[src/rtl/instruction_fetch_pf_pkg.sv]
// instruction_fetch_pf_pkg
//  Shared constants for the instruction fetch unit: FSM state encodings and
//  the default sequential PC increment.
package instruction_fetch_pf_pkg;

  localparam logic [1:0] ST_IDLE    = 2'd0;  // no read outstanding
  localparam logic [1:0] ST_BUSY    = 2'd1;  // read outstanding, result wanted
  localparam logic [1:0] ST_DISCARD = 2'd2;  // read outstanding, result stale

  localparam int unsigned PC_STEP_DEFAULT = 4;

endpackage

[src/rtl/instruction_fetch_pf_if.sv]
// instruction_fetch_pf_if
//  Bundles the fetch unit's redirect input, instruction-memory req/ack bus and
//  decode-side valid/ready bus.
//  master : fetch unit (drives Mem_req/Mem_addr and the Instr_* outputs)
//  slave  : environment (memory, decode and branch redirect source)
interface instruction_fetch_pf_if #(
  parameter int unsigned DATA_W = 32,
  parameter int unsigned ADDR_W = 32
);
  logic              Redirect;
  logic [ADDR_W-1:0] Redirect_Addr;
  logic              Mem_req;
  logic [ADDR_W-1:0] Mem_addr;
  logic              Mem_ack;
  logic [DATA_W-1:0] Mem_rdata;
  logic              Instr_valid;
  logic              Instr_ready;
  logic [DATA_W-1:0] Instr;
  logic [ADDR_W-1:0] Instr_PC;

  modport master (
    input  Redirect, Redirect_Addr, Mem_ack, Mem_rdata, Instr_ready,
    output Mem_req, Mem_addr, Instr_valid, Instr, Instr_PC
  );

  modport slave (
    output Redirect, Redirect_Addr, Mem_ack, Mem_rdata, Instr_ready,
    input  Mem_req, Mem_addr, Instr_valid, Instr, Instr_PC
  );
endinterface

[src/rtl/instruction_fetch_pf_fifo.sv]
// instruction_fetch_pf_fifo
//  Synchronous prefetch FIFO holding {PC, instr} pairs.
//  i_clk/i_rst : clock, synchronous active-high reset
//  i_push/i_data : write an entry (caller guarantees room)
//  i_pop   : remove the head (ignored when empty)
//  i_flush : empty the FIFO; wins over push and pop
//  o_head  : head entry, read straight from the storage registers
//  o_count : number of valid entries
module instruction_fetch_pf_fifo #(
  parameter int unsigned WIDTH = 64,
  parameter int unsigned DEPTH = 4
) (
  input  logic                     i_clk,
  input  logic                     i_rst,
  input  logic                     i_push,
  input  logic                     i_pop,
  input  logic                     i_flush,
  input  logic [WIDTH-1:0]         i_data,
  output logic [WIDTH-1:0]         o_head,
  output logic [$clog2(DEPTH):0]   o_count
);
  localparam int unsigned PTR_W = $clog2(DEPTH);

  logic [WIDTH-1:0] r_mem [DEPTH];
  logic [PTR_W-1:0] r_wr_ptr;
  logic [PTR_W-1:0] r_rd_ptr;
  logic [PTR_W:0]   r_count;
  logic             w_push;
  logic             w_pop;

  assign w_push = i_push & ~i_flush;
  assign w_pop  = i_pop & ~i_flush & (r_count != '0);

  always_ff @(posedge i_clk) begin
    if (i_rst) begin
      for (int unsigned i = 0; i < DEPTH; i++) r_mem[i] <= '0;
      r_wr_ptr <= '0;
      r_rd_ptr <= '0;
      r_count  <= '0;
    end else if (i_flush) begin
      r_wr_ptr <= '0;
      r_rd_ptr <= '0;
      r_count  <= '0;
    end else begin
      if (w_push) begin
        r_mem[r_wr_ptr] <= i_data;
        r_wr_ptr        <= r_wr_ptr + 1'b1;
      end
      if (w_pop) r_rd_ptr <= r_rd_ptr + 1'b1;
      case ({w_push, w_pop})
        2'b10:   r_count <= r_count + 1'b1;
        2'b01:   r_count <= r_count - 1'b1;
        default: r_count <= r_count;
      endcase
    end
  end

  assign o_head  = r_mem[r_rd_ptr];
  assign o_count = r_count;

endmodule

[src/rtl/instruction_fetch_pf.sv]
// instruction_fetch_pf
//  Instruction fetch unit with prefetch buffer. Owns the fetch PC, reads
//  instruction memory over req/ack, queues {PC, instr} pairs and hands them to
//  decode over valid/ready. Redirect flushes the queue and restarts fetch; a
//  read already in flight when the redirect arrives is completed and dropped.
//  Clk   : rising-edge clock
//  Reset : synchronous, active-high
//  bus   : instruction_fetch_pf_if master (Redirect, Mem_*, Instr_*)
module instruction_fetch_pf
  import instruction_fetch_pf_pkg::*;
#(
  parameter int unsigned       DATA_W     = 32,
  parameter int unsigned       ADDR_W     = 32,
  parameter int unsigned       FIFO_DEPTH = 4,
  parameter logic [ADDR_W-1:0] RESET_PC   = '0,
  parameter int unsigned       PC_STEP    = PC_STEP_DEFAULT
) (
  input logic                    Clk,
  input logic                    Reset,
  instruction_fetch_pf_if.master bus
);
  localparam int unsigned CNT_W = $clog2(FIFO_DEPTH) + 1;

  logic [1:0]               r_state;
  logic [ADDR_W-1:0]        r_fetch_pc;
  logic                     r_mem_req;
  logic [ADDR_W-1:0]        r_mem_addr;

  logic [CNT_W-1:0]         w_count;
  logic [CNT_W-1:0]         w_count_after;
  logic [ADDR_W+DATA_W-1:0] w_head;
  logic                     w_ack;
  logic                     w_push;
  logic                     w_pop;
  logic                     w_valid;
  logic                     w_credit_now;
  logic                     w_credit_after;
  logic [ADDR_W-1:0]        w_redir_pc;
  logic [ADDR_W-1:0]        w_next_pc;

  // An ack only means something while a request is up.
  assign w_ack      = bus.Mem_ack & r_mem_req;
  assign w_redir_pc = bus.Redirect_Addr & ~ADDR_W'(3);
  assign w_next_pc  = r_fetch_pc + ADDR_W'(PC_STEP);

  assign w_valid = (w_count != '0);
  assign w_pop   = w_valid & bus.Instr_ready;
  assign w_push  = (r_state == ST_BUSY) & w_ack & ~bus.Redirect;

  // Occupancy once this cycle's push/pop land; a new read may be issued only
  // if its result is guaranteed a slot.
  assign w_count_after  = w_count + CNT_W'(w_push) - CNT_W'(w_pop);
  assign w_credit_now   = (w_count < CNT_W'(FIFO_DEPTH));
  assign w_credit_after = (w_count_after < CNT_W'(FIFO_DEPTH));

  // r_fetch_pc tracks the outstanding read's address in BUSY, and the next
  // address to issue in IDLE/DISCARD.
  always_ff @(posedge Clk) begin
    if (Reset) begin
      r_state    <= ST_IDLE;
      r_fetch_pc <= RESET_PC;
      r_mem_req  <= 1'b0;
      r_mem_addr <= '0;
    end else begin
      case (r_state)
        ST_IDLE: begin
          if (bus.Redirect) begin
            r_fetch_pc <= w_redir_pc;
            r_mem_req  <= 1'b1;
            r_mem_addr <= w_redir_pc;
            r_state    <= ST_BUSY;
          end else if (w_credit_now) begin
            r_mem_req  <= 1'b1;
            r_mem_addr <= r_fetch_pc;
            r_state    <= ST_BUSY;
          end
        end
        ST_BUSY: begin
          if (bus.Redirect) begin
            r_fetch_pc <= w_redir_pc;
            if (w_ack) r_mem_addr <= w_redir_pc;
            else       r_state    <= ST_DISCARD;
          end else if (w_ack) begin
            r_fetch_pc <= w_next_pc;
            if (w_credit_after) begin
              r_mem_addr <= w_next_pc;
            end else begin
              r_mem_req <= 1'b0;
              r_state   <= ST_IDLE;
            end
          end
        end
        ST_DISCARD: begin
          if (bus.Redirect) r_fetch_pc <= w_redir_pc;
          // FIFO is empty here (flushed on entry), so reissuing needs no credit check.
          if (w_ack) begin
            r_mem_addr <= bus.Redirect ? w_redir_pc : r_fetch_pc;
            r_state    <= ST_BUSY;
          end
        end
        default: begin
          r_mem_req <= 1'b0;
          r_state   <= ST_IDLE;
        end
      endcase
    end
  end

  instruction_fetch_pf_fifo #(
    .WIDTH (ADDR_W + DATA_W),
    .DEPTH (FIFO_DEPTH)
  ) u_fifo (
    .i_clk   (Clk),
    .i_rst   (Reset),
    .i_push  (w_push),
    .i_pop   (w_pop),
    .i_flush (bus.Redirect),
    .i_data  ({r_mem_addr, bus.Mem_rdata}),
    .o_head  (w_head),
    .o_count (w_count)
  );

  assign bus.Mem_req     = r_mem_req;
  assign bus.Mem_addr    = r_mem_addr;
  assign bus.Instr_valid = w_valid;
  assign bus.Instr_PC    = w_head[ADDR_W+DATA_W-1:DATA_W];
  assign bus.Instr       = w_head[DATA_W-1:0];

endmodule
[src/flat_wrapper.sv]
// flat-port wrapper written by rule: the top's interface ports become plain ports
module instruction_fetch_pf_flat import instruction_fetch_pf_pkg::*;
#(
  parameter int unsigned       DATA_W     = 32,
  parameter int unsigned       ADDR_W     = 32,
  parameter int unsigned       FIFO_DEPTH = 4,
  parameter logic [ADDR_W-1:0] RESET_PC   = '0,
  parameter int unsigned       PC_STEP    = PC_STEP_DEFAULT
)
  (Clk, Reset, bus_Redirect, bus_Redirect_Addr, bus_Mem_ack, bus_Mem_rdata, bus_Instr_ready, bus_Mem_req, bus_Mem_addr, bus_Instr_valid, bus_Instr, bus_Instr_PC);
  instruction_fetch_pf_if #(.DATA_W(DATA_W), .ADDR_W(ADDR_W)) bus_i ();
  input logic Clk;
  input logic Reset;
  input wire logic [$bits(bus_i.Redirect)-1:0] bus_Redirect;
  input wire logic [$bits(bus_i.Redirect_Addr)-1:0] bus_Redirect_Addr;
  input wire logic [$bits(bus_i.Mem_ack)-1:0] bus_Mem_ack;
  input wire logic [$bits(bus_i.Mem_rdata)-1:0] bus_Mem_rdata;
  input wire logic [$bits(bus_i.Instr_ready)-1:0] bus_Instr_ready;
  output wire logic [$bits(bus_i.Mem_req)-1:0] bus_Mem_req;
  output wire logic [$bits(bus_i.Mem_addr)-1:0] bus_Mem_addr;
  output wire logic [$bits(bus_i.Instr_valid)-1:0] bus_Instr_valid;
  output wire logic [$bits(bus_i.Instr)-1:0] bus_Instr;
  output wire logic [$bits(bus_i.Instr_PC)-1:0] bus_Instr_PC;
  assign bus_i.Redirect = bus_Redirect;
  assign bus_i.Redirect_Addr = bus_Redirect_Addr;
  assign bus_i.Mem_ack = bus_Mem_ack;
  assign bus_i.Mem_rdata = bus_Mem_rdata;
  assign bus_i.Instr_ready = bus_Instr_ready;
  assign bus_Mem_req = bus_i.Mem_req;
  assign bus_Mem_addr = bus_i.Mem_addr;
  assign bus_Instr_valid = bus_i.Instr_valid;
  assign bus_Instr = bus_i.Instr;
  assign bus_Instr_PC = bus_i.Instr_PC;
  instruction_fetch_pf #(.DATA_W(DATA_W), .ADDR_W(ADDR_W), .FIFO_DEPTH(FIFO_DEPTH), .RESET_PC(RESET_PC), .PC_STEP(PC_STEP)) u_core (.Clk(Clk), .Reset(Reset), .bus(bus_i));
endmodule
[config.mk]
export PLATFORM = sky130hd
export DESIGN_NAME = instruction_fetch_pf_flat
export DESIGN_NICKNAME = d
export VERILOG_FILES = /design/src/rtl/instruction_fetch_pf_pkg.sv /design/src/rtl/instruction_fetch_pf_if.sv /design/src/rtl/instruction_fetch_pf_fifo.sv /design/src/rtl/instruction_fetch_pf.sv /design/src/flat_wrapper.sv
export SDC_FILE = /design/constraint.sdc
export NUM_CORES = 1
export LEC_CHECK = 0
export CAP_MARGIN = 20
export CORE_MARGIN = 5
export CORE_UTILIZATION = 50
export DETAILED_ROUTE_END_ITERATION = 10
export GPL_ROUTABILITY_DRIVEN = 0
export PLACE_DENSITY_LB_ADDON = 0.12
export SYNTH_ARGS = -nofsm -noshare
export SYNTH_HDL_FRONTEND = slang
export SYNTH_SLANG_ARGS = --single-unit
[constraint.sdc]
create_clock -name Clk -period 4.8 [get_ports Clk]
set_input_delay 0.48 -clock Clk [delete_from_list [all_inputs] [get_ports Clk]]
set_output_delay 0.48 -clock Clk [all_outputs]
set_load 0.005 [all_outputs]
==> results of run 1 <==
[kinds of logic (layout without fill, tap and decap cells)]
group | Yosys count | after routing | share of synthesized area, %
buffers and inverters | 180 | 338 | 4.97
and+or+nand+nor | 500 | 500 | 15.6
DFF | 332 | 332 | 59.0
adders and majority gates | 5 | 5 | 0.449
AOI/OAI and AO/OA | 186 | 186 | 8.85
xor gates and xnor gates | 25 | 25 | 1.40
muxes | 72 | 72 | 9.74
[placed cells by master (no fill, tap or decap), types with 12 or more instances in the layout]
cell type and n:
buf_4 24, a21oi_1 38, nand2b_1 21, inv_1 78
nand3_1 27, and3_1 37, mux4_2 64, nor3_1 29
o2bb2ai_1 12, nand2_1 109, xnor2_1 14, o21ai_0 19
edfxtp_1 256, clkdlybuf4s50_1 162, clkbuf_16 36, nor2_1 206
dfxtp_1 74
[worst max-delay path, delay by kind of cell, from the launching register on]
kind     cells  cell delay (ns)
flops        1             0.83
mux          1             0.54
buf+inv      2             0.88
[layer usage]
metal  up-vias  share of wire, %  global-route usage, %
li1       5054                 -                      -
met5         -                 0                      0
met4         0               1.5                   4.55
met3        41               6.6                   3.62
met2       386                50                   37.5
met1      5433                42                   30.4
[through the flow]
step / cells / utilization, % / instance area (sq um) / total power [mW] / setup WS (ns)
floorplan: 1300 / - / 15600 / 3.65 / 0.0456
global placement: 1789 / 57.2 / 17600 / 3.94 / 1.36
detailed placement: 1789 / 57.2 / 17600 / 3.95 / 1.38
CTS: 1854 / 61.1 / 18800 / 6.73 / 1.42
global route: 1854 / 61.1 / 18800 / 6.93 / 1.32
finish: 1854 / 61.1 / 18800 / 6.68 / 1.51
[power by group through the flow]
stage                     clock network [mW]  logic (mW)  registers (mW)
after floorplan                            0       0.316            3.34
after global placement                     0       0.572            3.37
after detailed placement                   0       0.576            3.38
after CTS                               2.84       0.577            3.31
after global routing                    2.98       0.618            3.33
final                                   2.79       0.576            3.32
[worst min-delay path by stage]
| stage | startpoint | end | depth (start not counted) |
|---|---|---|---|
| 6_report | bus_Redirect | u_core.r_state[0] | 4 |
| 5_1_grt | bus_Redirect | u_core.r_state[0] | 4 |
| 4_1_cts | bus_Redirect | u_core.r_state[0] | 4 |
| 3_5_place_dp | u_core.r_fetch_pc[0] | u_core.bus.Mem_addr[0] | 2 |
| 3_3_place_gp | u_core.r_fetch_pc[0] | u_core.bus.Mem_addr[0] | 2 |
| 2_1_floorplan | u_core.r_fetch_pc[0] | u_core.bus.Mem_addr[0] | 2 |
[sequential cells by signal, indices dropped and copies added, names as in the netlist, named ones only]
signal and cells:
u_core.u_fifo.r_rd_ptr 2, u_core.u_fifo.o_count 3, u_core.bus.Mem_req 1, u_core.u_fifo.r_wr_ptr 2
u_core.r_fetch_pc 32, u_core.u_fifo.r_mem 256, u_core.bus.Mem_addr 32, u_core.r_state 2
[Yosys cell counts, types with 6 or more instances]
cell type  instances  area, sq um
a21o_1             9         67.6
a21oi_1           38          190
a22oi_1            8         60.1
a31oi_1            7         43.8
and3_1            37          231
buf_2             24          120
buf_6              8         90.1
clkbuf_1          61          229
dfxtp_1           76         1520
edfxtp_1         256         7690
inv_1             78          293
mux2i_1            8         80.1
mux4_2            64         1440
nand2_1          109          409
nand2b_1          22          138
nand3_1           27          135
nand3b_1           7         52.6
nand4_1           10         62.6
nor2_1           206          773
nor3_1            29          145
nor4_1            11         68.8
o211ai_1           6         45.0
o21ai_0           20          100
o22ai_1            6         37.5
o2bb2ai_1         12          105
o31a_1            10         87.6
o31ai_1            7         52.6
xnor2_1           14          123
xor2_1            11         96.3
[area by class of cell]
| cell class | instances | area, sq um |
|---|---|---|
| inverters | 80 | 300 |
| clock buffers | 41 | 930 |
| well taps | 396 | 495 |
| fillers | 2454 | 12000 |
| multi-input cells | 788 | 5680 |
| flip-flops and latches | 332 | 9220 |
| repair buffers | 193 | 1910 |
| clock inverters | 24 | 262 |
==> metrics, run 1 <==
Max rail drop VDD=0.210 mV; Logic pwr share=approximately 8.6%; static leakage=about 7 nW; clock power share=between 40% and 50%; # DRC=0; CP Launch Type=flip-flop; Avg WL per Cell=roughly 21 um; Synth-to-Final Area Change=20.3%; Synth Warn #=0; PortBufs=164; CTS tree=done; ys async rst share=0%; DR vias=roughly 11,000; Setup crit end kind=output pin; clock sink count=around 330; CP endpoint=bus_Instr_PC[22]; Final Cycle Share=between 60% and 70%; io pins=~170; GRT overflow=0; maximum buffer depth of the clock tree=3; post-cts sizing count=0; min-delay worst type=input pin to flip-flop; Pwr Density=about 360 mW/mm^2; hold buffer count at CTS=0; fmax=between 300 and 400 MHz; initial DRC count=roughly 930; Synth cell types=just under 80; synthesized area=between 0.015 and 0.02 sq mm; gr usage total=about 22%; sequential power share=between 40 and 50%; antenna cells=0; largest net degree at the start of global routing=74; Worst path slowest cell=dfxtp_4; CTS H-tree lvls=2; worst path cell trace=buf_12 -> mux4_2 -> clkdlybuf4s50_1; outcome=finished, final reports clean; final period demand of the worst path=approximately 3.3 ns; final wirelength=slightly below 40 mm; DR pass1 iterations=5; clk root buf=clkbuf_16; Synth Register Bits=about 330; worst-path fanout max=33; Clk pin slew, worst setup/hold paths=about 0.06 ns; setup bufs post-CTS=0; Synth Flop Type=edfxtp_1; Crit Path Class=flip-flop to output pin; vias in the first global route=10,800; share of cells above drive strength 1=between 10% and 20%; standard-cell row count=64; setup TNS=0 ns; Mapped Avg Cell Area=12.0 sq um; sw frac=approximately 23%; Critical Path RT=4.32 ns; worst slew pin tran=1.01 ns; synthesized instance count=between 1,000 and 1,500; r2r startpoint=u_core.u_fifo.o_count[2]; Slew Viols, Final=0; die width=roughly 190 um; NetSw=about 1.5 mW; Die Area=about 0.035 sq mm; final setup fails=0; CP max stage delay=0.83 ns; Num CTS Buffers=36; Synth Net Count=1,374; drt via density=5.89; global-route wire length before repair=between 60 and 70 mm; RSZ-0062 raised after global routing=no; Post-synth EDFFs=~260; DIE HEIGHT=approximately 190 um; Clk Latency, worst-skew pair=around 0.5 ns; Power Internal=approximately 5.2 mW; initial antenna violation count=0; Nets=around 1,500; sequential area share after synthesis=between 50% and 60%; Hold Fails Final Rpt=0; Initial Util=around half; Clock Skew=~0.011 ns; core area=0.0307 sq mm; Reg2Reg Depth=10; Hold WS=just under 0.4 ns; Worst R2R Setup Slack=around 1.8 ns; Worst R2R End=u_core.bus.Mem_addr[12]; CP arrival=about 2.8 ns; Antenna Nets Post-Route=0; relative slew slack=32.4%; post-DP HPWL=approximately 24 mm; max-cap violation count=0
(Power assumes the default switching activity.)
==> run 2: changes to the inputs <==
Clock period 4.8 ns to 3.2 ns, I/O delays scaled along.
==> run 2 against run 1 <==
  * Final cell count is 0.86% higher
  * Sequential power up 50%
  * Count of clock-buffer cells in the layout rose by 11
  * Critical path type unchanged
  * Largest power group unchanged
  * Clock skew increased by 0.0092 ns
  * Highest routed layer unchanged
==> metrics, run 2 (synthesis gave the netlist of run 1 again) <==
Die Area=0.0349 sq mm (unchanged); Setup crit end kind=output pin (unchanged); Num CTS Buffers=37 (was 36); hold buffer count at CTS=0 (unchanged); Worst R2R Setup Slack=0.49 ns (was 1.75 ns); Hold Fails Final Rpt=0 (unchanged); # DRC=0 (unchanged); Clk Latency, worst-skew pair=0.51 ns (about the same); largest net degree at the start of global routing=65 (was 74); PortBufs=164 (unchanged); Final Cycle Share=between 80% and 90%; Stages on worst setup path=3 (unchanged); final wirelength=38.6 mm (was 39.2 mm); Antenna Nets Post-Route=0 (unchanged); Top reg by flops=u_core.u_fifo.r_mem (unchanged); CP max stage delay=0.60 ns (was 0.83 ns); final setup fails=0 (unchanged); vias in the first global route=10,800 (about the same); setup bufs post-CTS=0 (unchanged); CTS H-tree lvls=2 (unchanged); clk root buf=clkbuf_16 (unchanged); worst path cell trace=buf_4 -> mux4_2 -> clkdlybuf4s50_1 (was buf_12 -> mux4_2 -> clkdlybuf4s50_1); worst slew pin tran=0.938 ns (was 1.01 ns); maximum buffer depth of the clock tree=3 (unchanged); Clock Skew=0.0203 ns (was 0.0110 ns); outcome=finished, final reports clean (unchanged); setup TNS=0 ns (unchanged); Clk pin slew, worst setup/hold paths=0.06 ns (about the same); antenna cells=0 (unchanged); Slew Viols, Final=0 (unchanged); CP Buf/Inv Count=2 (unchanged); total power=9.98 mW (was 6.68 mW); share of cells above drive strength 1=13.2% (was 12.5%); initial antenna violation count=0 (unchanged); Reg2Reg Depth=10 (unchanged); DR vias=10,900 (about the same); Pwr Density=527 mW/mm^2 (was 355 mW/mm^2); Max rail drop VDD=0.304 mV (was 0.210 mV); Initial Util=50.8% (unchanged); Nets=1,521 (was 1,505); global-route wire length before repair=61.8 mm (was 61.9 mm); Crit path max-delay family=buffers and inverters (unchanged); drt via density=5.80 (was 5.89); Worst R2R End=u_core.bus.Mem_addr[15] (was u_core.bus.Mem_addr[12]); post-route cell area=0.0189 sq mm (was 0.0188 sq mm); WHS Path Cells=2 (was 4); standard-cell row count=64 (unchanged); Worst path slowest cell=dfxtp_4 (unchanged); CP arrival=2.47 ns (was 2.81 ns); fmax=358 MHz; die width=187 um (unchanged); most common cell after layout, fill and taps aside=edfxtp_1 (unchanged); post-DP HPWL=24.7 mm (was 24.5 mm); GRT overflow=0 (unchanged); gr usage total=22.0% (was 22.1%); Crit Path Class=flip-flop to output pin (unchanged); most frequent cells in the layout=edfxtp_1, nor2_1, clkdlybuf4s50_1 (unchanged); post-cts sizing count=0 (unchanged); initial DRC count=884 (was 926); r2r startpoint=u_core.u_fifo.o_count[2] (unchanged); core area=0.0307 sq mm (unchanged); sink of the worst hold path=u_core.bus.Mem_addr[1] (was u_core.r_state[0]); CTS tree=done (unchanged); relative slew slack=37.5% (was 32.4%); hold_sp=Reset (was bus_Redirect); worst-path fanout max=18 (was 33); Synth-to-Final Area Change=21.3% (was 20.3%); Layout fillers=2,494 (was 2,454); RSZ-0062 raised after global routing=no (unchanged); Critical Path RT=2.88 ns (was 4.32 ns); static leakage=7.17 nW (was 7.08 nW); DR pass1 iterations=6 (was 5); CP Launch Type=flip-flop (unchanged); Avg WL per Cell=20.6 um (was 21.1 um); clock sink count=332 (unchanged); final period demand of the worst path=between 2 and 3 ns; number of flip-flops in the largest register=256 (unchanged); io pins=167 (unchanged); max-cap violation count=0 (unchanged); placed cell areas=0.0178 sq mm (was 0.0176 sq mm); Hold WS=0.377 ns (was 0.387 ns); min-delay worst type=input pin to flip-flop (unchanged); DIE HEIGHT=187 um (unchanged)
## run 2: report_power, final
part	total [mW]	switching (mW)	internal, mW
registers	4.97	0.145	4.82
logic	0.881	0.456	0.426
clock network	4.13	1.63	2.50
## run 2: worst max path at each step
stage | startpoint | to
final | flip-flop | bus_Instr[23]
after global routing | flip-flop | bus_Instr[14]
after CTS | flip-flop | bus_Instr[15]
after detailed placement | bus_Instr_ready | u_core.bus.Mem_addr[10]
after global placement | bus_Instr_ready | u_core.bus.Mem_addr[14]
after floorplan | bus_Redirect | u_core.u_fifo.r_mem[1][0]
## run 2: layout make-up
class                           count  area [sq um]  share of cell area (%)
Inverter                           80           300                    1.59
Clock buffer                       52          1030                    5.46
Multi-Input combinational cell    788          5680                    30.0
Tap cell                          396           495                    2.62
Sequential cell                   332          9220                    48.6
Timing Repair Buffer              208          2070                    11.0
Clock inverter                     14           145                   0.766
## run 2: worst reg2reg max path: cells and delay by family, from the launching register on
family	cells	cell delay [ns]
AOI/OAI and AO/OA	4	1.08
adders and majority gates	2	0.38
buffers and inverters	2	0.25
DFF	1	0.39
and+or+nand+nor	2	0.53
## run 2: metal layers
| layer | GRT usage [%] | vias to the layer above | wire (um) |
|---|---|---|---|
| li1 | - | 5086 | - |
| met1 | 30.1 | 5322 | 16100 |
| met2 | 36.8 | 396 | 19100 |
| met3 | 4.05 | 48 | 2700 |
| met4 | 5.18 | 0 | 718 |
| met5 | 0 | - | 0 |
## run 2: per-stage QoR
step / utilization, % / cells / setup WS, ns
after global placement: 57.8 / 1804 / 0.299
after CTS: 61.6 / 1870 / 0.342
final: 61.6 / 1870 / 0.409
after detailed placement: 57.8 / 1804 / 0.300
after floorplan: - / 1300 / -0.0390
after global routing: 61.6 / 1870 / 0.255
==> run 3: changes to the inputs <==
Settings changed: MAX_ROUTING_LAYER from default to met4, SLEW_MARGIN from default to 20.
==> run 3 against run 2 <==
  * Global-route usage rose by 0.66 points
  * Critical path depth stayed put
  * Design area stayed put
  * First-iteration DRC count grew 9.5%
  * Wire length is 0.21% higher
  * Utilization is the same
  * Clock skew hardly changed
  * Die area unchanged
  * Worst hold slack lost 0.0017 ns
  * Power about the same
  * Non-clock buffer count unchanged
==> metrics, run 3 (synthesis gave the netlist of run 1 again) <==
Die Area=0.0349 sq mm (unchanged); setup bufs post-CTS=0 (unchanged); Slew Viols, Final=0 (unchanged); relative slew slack=36.1% (was 37.5%); GRT overflow=0 (unchanged); min-delay worst type=input pin to flip-flop (unchanged); Clk Latency, worst-skew pair=0.51 ns (about the same); placed cell areas=0.0178 sq mm (unchanged); PnR worst setup slack=0.407 ns (was 0.409 ns); hold_sp=Reset (unchanged); gr usage total=22.6% (was 22.0%); post-route cell area=0.0189 sq mm (unchanged); drt via density=5.79 (was 5.80); Setup crit end kind=output pin (unchanged); initial DRC count=968 (was 884); DR pass1 iterations=5 (was 6); Critical Path RT=2.88 ns (about the same); Synth-to-Final Area Change=21.3% (unchanged); Reg2Reg Depth=9 (was 10); met1 wire length=16.3 mm (was 16.1 mm); core area=0.0307 sq mm (unchanged); most frequent cells in the layout=edfxtp_1, nor2_1, clkdlybuf4s50_1 (unchanged); r2r startpoint=u_core.u_fifo.o_count[2] (unchanged); share of cells above drive strength 1=13.2% (unchanged); global-route wire length before repair=61.8 mm (about the same); clk root buf=clkbuf_16 (unchanged); standard-cell row count=64 (unchanged); vias in the first global route=10,800 (about the same); most common cell after layout, fill and taps aside=edfxtp_1 (unchanged); number of flip-flops in the largest register=256 (unchanged); antenna cells=0 (unchanged); placed insts=1,804 (unchanged); Final Instance Count excl. Fillers=1,870 (unchanged); Post-Route Utilization=61.6% (unchanged); Pwr Density=527 mW/mm^2 (about the same); Layout fillers=2,494 (unchanged); CTS H-tree lvls=2 (unchanged); max layer used=met4 (unchanged); Crit Path Class=flip-flop to output pin (unchanged); Detail Route met2 WL=19.0 mm (was 19.1 mm); outcome=finished, final reports clean (unchanged); post-cts sizing count=0 (unchanged); Max rail drop VDD=0.305 mV (was 0.304 mV); largest net degree at the start of global routing=65 (unchanged); RSZ-0062 raised after global routing=no (unchanged); final period demand of the worst path=2.79 ns (about the same); CTS tree=done (unchanged); DIE HEIGHT=187 um (unchanged); clock sink count=332 (unchanged); max-cap violation count=0 (unchanged); Clock Skew=0.0206 ns (was 0.0203 ns); CP arrival=2.47 ns (about the same); PortBufs=164 (unchanged); Final Cycle Share=87.3% (was 87.2%); Top reg by flops=u_core.u_fifo.r_mem (unchanged); sink of the worst hold path=u_core.bus.Mem_addr[21] (was u_core.bus.Mem_addr[1]); final wirelength=38.6 mm (about the same); Worst R2R Setup Slack=0.48 ns (was 0.49 ns); CP Launch Type=flip-flop (unchanged); Clk pin slew, worst setup/hold paths=0.06 ns (about the same); Initial Util=50.8% (unchanged); Antenna Nets Post-Route=0 (unchanged); DR vias=10,800 (was 10,900); WHS Path Cells=2 (unchanged); Hold Fails Final Rpt=0 (unchanged); initial antenna violation count=0 (unchanged); fmax=358 MHz (about the same); static leakage=7.17 nW (unchanged); pre-CTS setup slack=0.300 ns (unchanged); post-DP HPWL=24.7 mm (unchanged); Nets=1,521 (unchanged); Worst R2R End=u_core.bus.Mem_addr[10] (was u_core.bus.Mem_addr[15]); Num CTS Buffers=37 (unchanged); die width=187 um (unchanged); hold buffer count at CTS=0 (unchanged); maximum buffer depth of the clock tree=3 (unchanged); # DRC=0 (unchanged); final setup fails=0 (unchanged); met3 wire length=2.60 mm (was 2.70 mm); worst slew pin tran=0.958 ns (was 0.938 ns); io pins=167 (unchanged); Avg WL per Cell=20.7 um (was 20.6 um); worst-path fanout max=18 (unchanged)
[run 3: worst max path at each step]
stage                                 to  cells past startpoint  slack [ns]             from
2_1_floorplan  u_core.u_fifo.r_mem[1][0]                      6       -0.04     bus_Redirect
3_3_place_gp     u_core.bus.Mem_addr[14]                     11        0.30  bus_Instr_ready
3_5_place_dp     u_core.bus.Mem_addr[10]                     10        0.30  bus_Instr_ready
4_1_cts                    bus_Instr[15]                      3        0.34        flip-flop
5_1_grt                    bus_Instr[14]                      3        0.26        flip-flop
6_report                   bus_Instr[14]                      3        0.41        flip-flop
[run 3: final cells by class]
class / instances / area (sq um) / share of cell area (%)
clock buffers: 52 / 1030 / 5.46
inverters: 80 / 300 / 1.59
flip-flops and latches: 332 / 9220 / 48.6
well taps: 396 / 495 / 2.62
repair buffers: 208 / 2070 / 11.0
multi-input cells: 788 / 5680 / 30.0
clock inverters: 14 / 145 / 0.766
[run 3: where the power goes]
part | switching (mW) | leakage [nW] | internal [mW]
logic | 0.457 | 3.32 | 0.426
registers | 0.145 | 3.27 | 4.82
clock network | 1.64 | 0.573 | 2.50
[run 3: worst max-delay path, stage by stage (launching register included)]
cell and delay (ns):
dfxtp_4 0.60, buf_4 0.33, mux4_2 0.55, clkdlybuf4s50_1 0.47
[run 3: stage by stage]
step                      TNS (ns)  hold WS, ns  power [mW]
final                            0        0.375        9.99
after global routing             0        0.401        10.4
after global placement           0        0.457        5.93
after detailed placement         0        0.462        5.94
after floorplan              -5.00        0.443        5.48
after CTS                        0        0.354        10.1
[run 3: per-layer routing]
layer	GRT usage (%)	vias up
met4	5.18	0
met2	36.8	377
met5	-	-
li1	-	5090
met3	3.92	51
met1	30.2	5310
